### src/rtl/icache_req_fifo_pkg.sv
// -----------------------------------------------------------------------------
// icache_req_fifo_pkg
//   Shared definitions for the icache request FIFO slice:
//     - word-length encoding carried with every queued request
//     - request entry width helper ({addr, wordlen})
// -----------------------------------------------------------------------------
package icache_req_fifo_pkg;

    typedef enum logic [1:0] {
        ICACHE_WL_BYTE = 2'b00,
        ICACHE_WL_HALF = 2'b01,
        ICACHE_WL_WORD = 2'b10,
        ICACHE_WL_RSVD = 2'b11
    } icache_wl_e;

    localparam int ICACHE_ADDRBITS = 32;
    localparam int ICACHE_QREQ_W   = ICACHE_ADDRBITS + 2;

    // Entry width for an arbitrary address width: address plus 2-bit wordlen.
    function automatic int icache_qreq_w(input int addrbits);
        return addrbits + 2;
    endfunction

endpackage

### src/rtl/icache_req_fifo_if.sv
// -----------------------------------------------------------------------------
// icache_req_fifo_if
//   Handshake bundle between the request producers (miss/prefetch logic) and
//   the request FIFO, plus the status flags seen by the fetch FSM.
//   Modports:
//     master : producer/consumer side (drives push/pop/flush/err_clr)
//     slave  : FIFO side (drives head entry, level and flags)
// -----------------------------------------------------------------------------
interface icache_req_fifo_if #(
    parameter int ADDRBITS     = 32,
    parameter int QUEUECNTBITS = 3
);
    logic                    flush;
    logic                    push;
    logic [ADDRBITS-1:0]     push_addr;
    logic [1:0]              push_wordlen;
    logic                    pop;
    logic [ADDRBITS-1:0]     pop_addr;
    logic [1:0]              pop_wordlen;
    logic                    not_empty;
    logic                    full;
    logic                    almost_full;
    logic [QUEUECNTBITS:0]   level;
    logic                    err_overflow;
    logic                    err_underflow;
    logic                    err_clr;

    modport master (
        output flush, push, push_addr, push_wordlen, pop, err_clr,
        input  pop_addr, pop_wordlen, not_empty, full, almost_full, level,
               err_overflow, err_underflow
    );

    modport slave (
        input  flush, push, push_addr, push_wordlen, pop, err_clr,
        output pop_addr, pop_wordlen, not_empty, full, almost_full, level,
               err_overflow, err_underflow
    );
endinterface

### src/rtl/icache_fifo_ctrl.sv
// -----------------------------------------------------------------------------
// icache_fifo_ctrl
//   Pointer / flag / error controller for the icache request FIFO.
//   Ports:
//     clk, reset_n            clock, asynchronous active-low reset
//     flush, push, pop        queue controls (flush wins over push/pop)
//     err_clr                 clears the sticky error flags
//     wr_en, wr_idx           storage write strobe and slot
//     rd_idx                  head slot for the read mux
//     not_empty, full,
//     almost_full, level      status, all derived from registered state
//     err_overflow,
//     err_underflow           sticky error flags
// -----------------------------------------------------------------------------
module icache_fifo_ctrl #(
    parameter int QUEUECNTBITS = 3,
    parameter int AF_MARGIN    = 2
) (
    input  logic                    clk,
    input  logic                    reset_n,
    input  logic                    flush,
    input  logic                    push,
    input  logic                    pop,
    input  logic                    err_clr,
    output logic                    wr_en,
    output logic [QUEUECNTBITS-1:0] wr_idx,
    output logic [QUEUECNTBITS-1:0] rd_idx,
    output logic                    not_empty,
    output logic                    full,
    output logic                    almost_full,
    output logic [QUEUECNTBITS:0]   level,
    output logic                    err_overflow,
    output logic                    err_underflow
);
    localparam int PW        = QUEUECNTBITS + 1;
    localparam int QUEUESIZE = 1 << QUEUECNTBITS;
    localparam logic [PW-1:0] AF_LEVEL = PW'(QUEUESIZE - AF_MARGIN);

    logic [PW-1:0] wr_ptr, rd_ptr;
    logic [PW-1:0] wr_ptr_nxt, rd_ptr_nxt;
    logic [PW-1:0] level_q;
    logic          is_empty, is_full;
    logic          push_acc, pop_acc;
    logic          ovf_set, unf_set;

    // Extra pointer MSB distinguishes full from empty when the slot bits match.
    assign is_empty = (wr_ptr == rd_ptr);
    assign is_full  = (wr_ptr[QUEUECNTBITS] != rd_ptr[QUEUECNTBITS]) &&
                      (wr_ptr[QUEUECNTBITS-1:0] == rd_ptr[QUEUECNTBITS-1:0]);

    // A push into a full queue is still taken when the head leaves the same cycle.
    assign push_acc = !flush && push && (!is_full || pop);
    assign pop_acc  = !flush && pop && !is_empty;
    assign ovf_set  = !flush && push && is_full && !pop;
    assign unf_set  = !flush && pop && is_empty;

    always_comb begin
        wr_ptr_nxt = wr_ptr;
        rd_ptr_nxt = rd_ptr;
        if (flush) begin
            wr_ptr_nxt = '0;
            rd_ptr_nxt = '0;
        end else begin
            if (push_acc) wr_ptr_nxt = wr_ptr + PW'(1);
            if (pop_acc)  rd_ptr_nxt = rd_ptr + PW'(1);
        end
    end

    always_ff @(posedge clk or negedge reset_n) begin
        if (!reset_n) begin
            wr_ptr        <= '0;
            rd_ptr        <= '0;
            level_q       <= '0;
            err_overflow  <= 1'b0;
            err_underflow <= 1'b0;
        end else begin
            wr_ptr  <= wr_ptr_nxt;
            rd_ptr  <= rd_ptr_nxt;
            level_q <= wr_ptr_nxt - rd_ptr_nxt;
            // Setting an error beats clearing it in the same cycle.
            if (ovf_set)      err_overflow <= 1'b1;
            else if (err_clr) err_overflow <= 1'b0;
            if (unf_set)      err_underflow <= 1'b1;
            else if (err_clr) err_underflow <= 1'b0;
        end
    end

    assign wr_en       = push_acc;
    assign wr_idx      = wr_ptr[QUEUECNTBITS-1:0];
    assign rd_idx      = rd_ptr[QUEUECNTBITS-1:0];
    assign not_empty   = !is_empty;
    assign full        = is_full;
    assign level       = level_q;
    assign almost_full = (level_q >= AF_LEVEL);

endmodule

### src/rtl/icache_req_fifo.sv
// -----------------------------------------------------------------------------
// icache_req_fifo
//   Request FIFO between the icache miss/prefetch logic and the memory-fetch
//   FSM. Each entry holds {addr, wordlen}; the head entry is shown ahead on
//   pop_addr/pop_wordlen while not_empty is high.
//   Ports:
//     clk      rising-edge clock
//     reset_n  asynchronous active-low reset (storage itself is not reset)
//     bus      icache_req_fifo_if slave: push/pop/flush/err_clr in,
//              head entry, level, full/almost_full and sticky errors out
// -----------------------------------------------------------------------------
module icache_req_fifo
    import icache_req_fifo_pkg::*;
#(
    parameter int ADDRBITS     = 32,
    parameter int QUEUECNTBITS = 3,
    parameter int AF_MARGIN    = 2
) (
    input  logic                clk,
    input  logic                reset_n,
    icache_req_fifo_if.slave    bus
);
    localparam int QUEUESIZE = 1 << QUEUECNTBITS;
    localparam int ENTRY_W   = icache_qreq_w(ADDRBITS);

    logic [ENTRY_W-1:0]      mem [QUEUESIZE];
    logic [ENTRY_W-1:0]      head;
    logic                    wr_en;
    logic [QUEUECNTBITS-1:0] wr_idx;
    logic [QUEUECNTBITS-1:0] rd_idx;
    logic                    not_empty;
    logic                    full;
    logic                    almost_full;
    logic [QUEUECNTBITS:0]   level;
    logic                    err_overflow;
    logic                    err_underflow;

    icache_fifo_ctrl #(
        .QUEUECNTBITS (QUEUECNTBITS),
        .AF_MARGIN    (AF_MARGIN)
    ) u_ctrl (
        .clk           (clk),
        .reset_n       (reset_n),
        .flush         (bus.flush),
        .push          (bus.push),
        .pop           (bus.pop),
        .err_clr       (bus.err_clr),
        .wr_en         (wr_en),
        .wr_idx        (wr_idx),
        .rd_idx        (rd_idx),
        .not_empty     (not_empty),
        .full          (full),
        .almost_full   (almost_full),
        .level         (level),
        .err_overflow  (err_overflow),
        .err_underflow (err_underflow)
    );

    // Data-only storage: no reset, contents are meaningless until written.
    always_ff @(posedge clk) begin
        if (wr_en) mem[wr_idx] <= {bus.push_addr, bus.push_wordlen};
    end

    // Show-ahead read: head slot is always driven, qualified by not_empty.
    assign head              = mem[rd_idx];
    assign bus.pop_addr      = head[ENTRY_W-1:2];
    assign bus.pop_wordlen   = head[1:0];
    assign bus.not_empty     = not_empty;
    assign bus.full          = full;
    assign bus.almost_full   = almost_full;
    assign bus.level         = level;
    assign bus.err_overflow  = err_overflow;
    assign bus.err_underflow = err_underflow;

endmodule

### src/flat_wrapper.sv
// flat-port wrapper written by rule: the top's interface ports become plain ports
module icache_req_fifo_flat import icache_req_fifo_pkg::*;
#(
    parameter int ADDRBITS     = 32,
    parameter int QUEUECNTBITS = 3,
    parameter int AF_MARGIN    = 2
)
  (clk, reset_n, bus_flush, bus_push, bus_push_addr, bus_push_wordlen, bus_pop, bus_err_clr, bus_pop_addr, bus_pop_wordlen, bus_not_empty, bus_full, bus_almost_full, bus_level, bus_err_overflow, bus_err_underflow);
  icache_req_fifo_if #(.ADDRBITS(ADDRBITS), .QUEUECNTBITS(QUEUECNTBITS)) bus_i ();
  input  logic clk;
  input  logic reset_n;
  input wire logic [$bits(bus_i.flush)-1:0] bus_flush;
  input wire logic [$bits(bus_i.push)-1:0] bus_push;
  input wire logic [$bits(bus_i.push_addr)-1:0] bus_push_addr;
  input wire logic [$bits(bus_i.push_wordlen)-1:0] bus_push_wordlen;
  input wire logic [$bits(bus_i.pop)-1:0] bus_pop;
  input wire logic [$bits(bus_i.err_clr)-1:0] bus_err_clr;
  output wire logic [$bits(bus_i.pop_addr)-1:0] bus_pop_addr;
  output wire logic [$bits(bus_i.pop_wordlen)-1:0] bus_pop_wordlen;
  output wire logic [$bits(bus_i.not_empty)-1:0] bus_not_empty;
  output wire logic [$bits(bus_i.full)-1:0] bus_full;
  output wire logic [$bits(bus_i.almost_full)-1:0] bus_almost_full;
  output wire logic [$bits(bus_i.level)-1:0] bus_level;
  output wire logic [$bits(bus_i.err_overflow)-1:0] bus_err_overflow;
  output wire logic [$bits(bus_i.err_underflow)-1:0] bus_err_underflow;
  assign bus_i.flush = bus_flush;
  assign bus_i.push = bus_push;
  assign bus_i.push_addr = bus_push_addr;
  assign bus_i.push_wordlen = bus_push_wordlen;
  assign bus_i.pop = bus_pop;
  assign bus_i.err_clr = bus_err_clr;
  assign bus_pop_addr = bus_i.pop_addr;
  assign bus_pop_wordlen = bus_i.pop_wordlen;
  assign bus_not_empty = bus_i.not_empty;
  assign bus_full = bus_i.full;
  assign bus_almost_full = bus_i.almost_full;
  assign bus_level = bus_i.level;
  assign bus_err_overflow = bus_i.err_overflow;
  assign bus_err_underflow = bus_i.err_underflow;
  icache_req_fifo #(.ADDRBITS(ADDRBITS), .QUEUECNTBITS(QUEUECNTBITS), .AF_MARGIN(AF_MARGIN)) u_core (.clk(clk), .reset_n(reset_n), .bus(bus_i));
endmodule
### config.mk
export PLATFORM = sky130hd
export DESIGN_NAME = icache_req_fifo_flat
export DESIGN_NICKNAME = d
export VERILOG_FILES = /design/src/rtl/icache_req_fifo_pkg.sv /design/src/rtl/icache_req_fifo_if.sv /design/src/rtl/icache_fifo_ctrl.sv /design/src/rtl/icache_req_fifo.sv /design/src/flat_wrapper.sv
export SDC_FILE = /design/constraint.sdc
export NUM_CORES = 1
export LEC_CHECK = 0
export BUFFER_PORTS_ARGS = -buffer_cell sky130_fd_sc_hd__buf_2
export CAP_MARGIN = 5
export CORE_AREA = 2 2 146 148
export DETAILED_ROUTE_END_ITERATION = 8
export DIE_AREA = 0 0 148 150
export MAX_ROUTING_LAYER = met4
export PLACE_DENSITY = 0.73
export SYNTH_ARGS = -nofsm -noshare
export SYNTH_HDL_FRONTEND = slang
export SYNTH_SLANG_ARGS = --single-unit
### constraint.sdc
create_clock -name clk -period 5.53 [get_ports clk]
set_input_delay 1.106 -clock clk [delete_from_list [all_inputs] [get_ports clk]]
set_output_delay 1.106 -clock clk [all_outputs]
set_load 0.01 [all_outputs]
# [Word level (Yosys, flattened, before mapping)]
# Memories as Yosys holds them, arrays and structs flattened.
# Cells that the tools add are included.
[totals] out_inout_bits=43 mem_bits_rw=272 wordCells=37 memories=1 register_bits=14 in_bits=40
[mem_list] memory="u_core.mem" depth=8 word_bits=34 read_ports=1 rd_ports_with_merged_regs=0 wr=1 line="icache_req_fifo.sv:26" text="logic [ENTRY_W-1:0] mem [QUEUESIZE];"
[op_classes] order_cmp=1 n_addsub=3 muxes=9 reduce_logical=15 eq_ne=3
[ops] operator="two-way mux 4 bit" n=4
[ops] operator="adder 4 x 1 -> 4 bit, second input constant" n=2
[ops] operator="logical AND 1 bit" n=8
[ops] operator="two-way mux 1 bit" n=5
[ops] operator="== test 4 bit" n=1
[ops] operator="greater-or-equal comparator 4 x 3 -> 1 bit, second input constant" n=1
[ops] operator="logical NOT 1 bit" n=4
[ops] operator="nonzero test 2 bit" n=2
[ops] operator="subtractor 4 bit" n=1
[ops] operator="== test 3 bit" n=1
[ops] operator="logical OR 1 bit" n=1
[ops] operator="!= test 1 bit" n=1

# [Logic depth before layout (Yosys ltp)]
[depth] depth_word=8 depth_mapped=12 ltp_nobuf=11

# [Hierarchy]
# A second synthesis with hierarchy kept.
[hier_totals] hier_cells=493 area_unflattened_um2=11250.8
[by_module_without_submodules] module="icache_req_fifo" instances=1 area_each_um2=10402.5 cells_each=407 seq_area_each_um2=8167.8
[by_module_without_submodules] module="icache_fifo_ctrl" instances=1 area_each_um2=848.3 cells_each=86 seq_area_each_um2=350.3

# [Least setup slack after synthesis]
# OpenSTA, ideal clock, no wires.
[synth_path] path_kind="input to register" start="input bus_flush" end="memory u_core.mem[0][0] in the netlist's numbering, enable pin" setup_ns=0.510 arrival_time_ns=4.701 required_ns=5.020 stages=3 path_buffers=0 setup_slack_ns=0.318 cell_sequence="nand2b_1 -> nand2b_1 -> nor4_1"
[synth_between] elab_chain_len=5
[synth_rtl] element="start: declaration" line="flat_wrapper.sv:12" text="input wire logic [$bits(bus_i.flush)-1:0] bus_flush;"
[synth_rtl] element="logical NOT 1 bit" line="icache_fifo_ctrl.sv:52" text="assign push_acc = !flush && push && (!is_full || pop);"
[synth_rtl] element="logical AND 1 bit (2 in a row)" line="icache_fifo_ctrl.sv:52"
[synth_rtl] element="two-way mux 1 bit" line="icache_req_fifo.sv:61" text="if (wr_en) mem[wr_idx] <= {bus.push_addr, bus.push_wordlen};"
[synth_rtl] element="two-way mux 1 bit (not written as such)" line="icache_req_fifo.sv:61"
[synth_rtl] element="end: declaration" line="icache_req_fifo.sv:26"
# Every way passes these cells.

# [Worst setup path after layout]
[layout_path] start="register u_core.u_ctrl.rd_ptr[0]" end="output bus_pop_addr[17]"
[layout_between] elab_chain_len=1
[layout_rtl] element="start: declaration" line="icache_fifo_ctrl.sv:39" text="logic [PW-1:0] wr_ptr, rd_ptr;"
[layout_rtl] element="start signal: assignment" line="icache_fifo_ctrl.sv:78" text="rd_ptr <= rd_ptr_nxt;"
[layout_rtl] element="memory read (8 x 34 bit)"
[layout_rtl] element="end: declaration" line="flat_wrapper.sv:18" text="output wire logic [$bits(bus_i.pop_addr)-1:0] bus_pop_addr;"
# Every way passes these cells.

==> impl_metrics.json <==
{
  "status": "complete, no violations",
  "critical_path_buf_inv_count": 2,
  "synth_seq_area_share_pct": 76.5,
  "place_hpwl_um": 11500,
  "syn_area_um2": 11100,
  "cts_buffers": 28,
  "synth_area_per_cell_um2": 22.7,
  "synthToLayoutAreaGrowth_pct": 16.1,
  "grt_start_max_net_pins": 72,
  "io_buffer_count": 82,
  "yosys.area_share.adder_pct": 0.742,
  "track_usage_pct": 19.2,
  "skew_ps": 16.5,
  "clkPwrFrac_pct": 41.4,
  "wirelength_um": 20000,
  "numClockSinks": 286,
  "fp-row-count": 53,
  "hold_viol_final": 0,
  "cts_setup_buffers": 0,
  "synth-async-reset-ratio_pct": 4.90,
  "synth.mux.area_fraction_pct": 17.3,
  "crit_chain": "buf_4 -> mux4_2 -> mux2_2 -> buf_2",
  "cts_buffer_depth": 3,
  "critPathSlowestCell": "buf_4",
  "required_ps": 4420,
  "path_clk_slew_ps": 60,
  "intPower_mw": 3.72,
  "power_leakage_nw": 4.27,
  "core_um2": 20700,
  "n_fill_cell": 1435,
  "dr.pass1.iters": 4,
  "drc": 0,
  "fin_nets": 640,
  "final_cell_mix": "272 x edfxtp_1, 82 x buf_2, 68 x mux4_2",
  "worstSetupPathType": "reg2out",
  "crit_fanout": 42,
  "synth-xor-area-share_pct": 1.00,
  "gp_congestion": 0.800,
  "slew_viol_final": 0,
  "clkLatencyLatePin_ps": 540,
  "final_common_cell": "edfxtp_1",
  "die-width_um": 148,
  "end_kind": "output pin",
  "ys.flop_type": "edfxtp_1",
  "io_pins": 83,
  "drive_above_1_share_pct": 42.4,
  "grt_pass1_vias": 5520,
  "synth_top_family_by_area": "multiplexers",
  "pwr_density_cell_nw_per_um2": 361,
  "swShare_pct": 20.3,
  "timing.rr.start": "u_core.u_ctrl.wr_ptr[0]",
  "first_iter_violations": 410,
  "dpl_worst_slack_ps": 1960,
  "synth-compound-area-share_pct": 1.09,
  "ys_types": 43,
  "initial_core_util_pct": 53.8,
  "switchingPower_mw": 0.947,
  "syn_inst": 490,
  "cts_tree": "built",
  "drt-wirelength-per-cell_um": 22.4,
  "comb_power_share_pct": 6.5,
  "tns_ps": 0,
  "cts_resized": 0,
  "ctsHtreeMaxLevel": 1,
  "clock-root-buffer": "clkbuf_16",
  "dieArea_um2": 22200,
  "ys_warn_count": 0,
  "ir_drop_v": 0.000264,
  "slew_headroom_pct": 32.1,
  "grt_overflow": 0,
  "setup_viol": 0,
  "maxCapViolations": 0,
  "crit_path_start": "u_core.u_ctrl.rd_ptr[0]",
  "worst_path_largest_cell_delay_ps": 650,
  "timing.final.ws_setup_ps": 1700,
  "vias": 5085,
  "synth-simple-area-share_pct": 2.11,
  "cp-start-kind": "flop",
  "cp.arrival_ps": 2720,
  "grt_pass1_wl_um": 31300,
  "hold_path_class": "in2async",
  "rsz0062_at_grt": "false",
  "antenna_found_initial": 3,
  "postCtsHoldBufs": 0,
  "tightest_slew_ps": 1020,
  "period_minus_slack_ps": 3830,
  "fp.dieH_um": 150,
  "crit_family": "multiplexers",
  "synth_edf_count": 272,
  "r2r_slack_ps": 2210,
  "ys_ff_latch": 286,
  "synth_nets": 536,
  "power.share.sequential_pct": 52.0,
  "final.period_utilization_pct": 69.3,
  "final_antenna_net_count": 0,
  "max_freq_mhz": 261,
  "viasPerCell": 5.69
}
logic make-up (layout without fill, tap and decap cells):
group           Yosys count  count (layout)
flops                   286             286
mux                     103             103
simple gates             40              40
buf+inv                  30             156
compound gates           14              14
xor+xnor                 11              11
fa+ha+maj                 6               6
other cells               0               3
synth_stat cells, types with 2 or more instances:
cell / instances / area [um^2]
xor2_2: 2 / 32.5
clkbuf_1: 10 / 37.5
or2b_1: 2 / 15.0
a21o_1: 2 / 15.0
ha_1: 5 / 62.6
edfxtp_1: 272 / 8170
or2_1: 3 / 18.8
nand2_1: 6 / 22.5
a21oi_1: 3 / 15.0
nand2b_1: 3 / 18.8
nor2_1: 9 / 33.8
buf_2: 8 / 40.0
xnor2_1: 2 / 17.5
and3_1: 2 / 12.5
inv_1: 7 / 26.3
buf_1: 2 / 7.51
o21ai_0: 2 / 10.0
mux2_2: 34 / 383
dfrtp_1: 14 / 350
mux4_2: 68 / 1530
nor3_1: 5 / 25.0
xor2_1: 7 / 61.3
buf_4: 2 / 15.0
state kept, by name (all words and copies together), names as in the netlist:
register	cells
u_core.mem	272
u_core.u_ctrl.err_overflow	1
u_core.u_ctrl.err_underflow	1
u_core.u_ctrl.level	4
u_core.u_ctrl.rd_ptr	4
u_core.u_ctrl.wr_ptr	4
routing by layer:
metal	wire length, um	part of all wire, %	up-vias	GRT usage, %
met5	0	0	-	-
met4	331	1.7	0	4.95
met3	992	5.0	21	3.48
met2	10200	51	136	31.0
met1	8470	42	2671	26.0
li1	-	-	2257	-
final cells by class:
type / count / area (um^2) / area share [%]
sequential: 286 / 8530 / 66.0
multi-input combinational: 174 / 2520 / 19.5
clock buffer: 29 / 704 / 5.45
timing repair buffer: 97 / 536 / 4.14
tap: 275 / 344 / 2.66
clock inverter: 23 / 256 / 1.98
inverter: 7 / 26.3 / 0.203
antenna: 3 / 7.51 / 0.0581
per-stage QoR:
step | instance area (um^2) | hold slack [ps] | util [%] | cells | power [mW]
floorplan | 11100 | 558 | - | 490 | 2.67
global placement | 12000 | 519 | 57.8 | 839 | 2.78
detailed placement | 12000 | 533 | 57.8 | 839 | 2.79
CTS | 12900 | 454 | 62.4 | 891 | 4.72
global route | 12900 | 465 | 62.5 | 894 | 4.83
finish | 12900 | 468 | 62.5 | 894 | 4.67
path summary, 6_finish.rpt:
path / to / depth (start not counted)
worst max-delay path: bus_pop_addr[17] / 4
worst min-delay path: u_core.u_ctrl.level[1] / 1
max in group asynchronous: u_core.u_ctrl.rd_ptr[1] / 1
min in group clk: u_core.u_ctrl.err_underflow / 2
worst max register to register: u_core.mem[3][2] / 6
worst min register to register: u_core.u_ctrl.err_underflow / 2
power groups by stage:
stage | Sequential (mW) | Combinational (mW) | Clock, mW
after floorplan | 2.47 | 0.195 | 0
after global placement | 2.47 | 0.304 | 0
after detailed placement | 2.48 | 0.311 | 0
after CTS | 2.43 | 0.313 | 1.98
after global routing | 2.43 | 0.335 | 2.07
final | 2.43 | 0.305 | 1.93
Note: power is estimated with default switching activity, not from simulation.
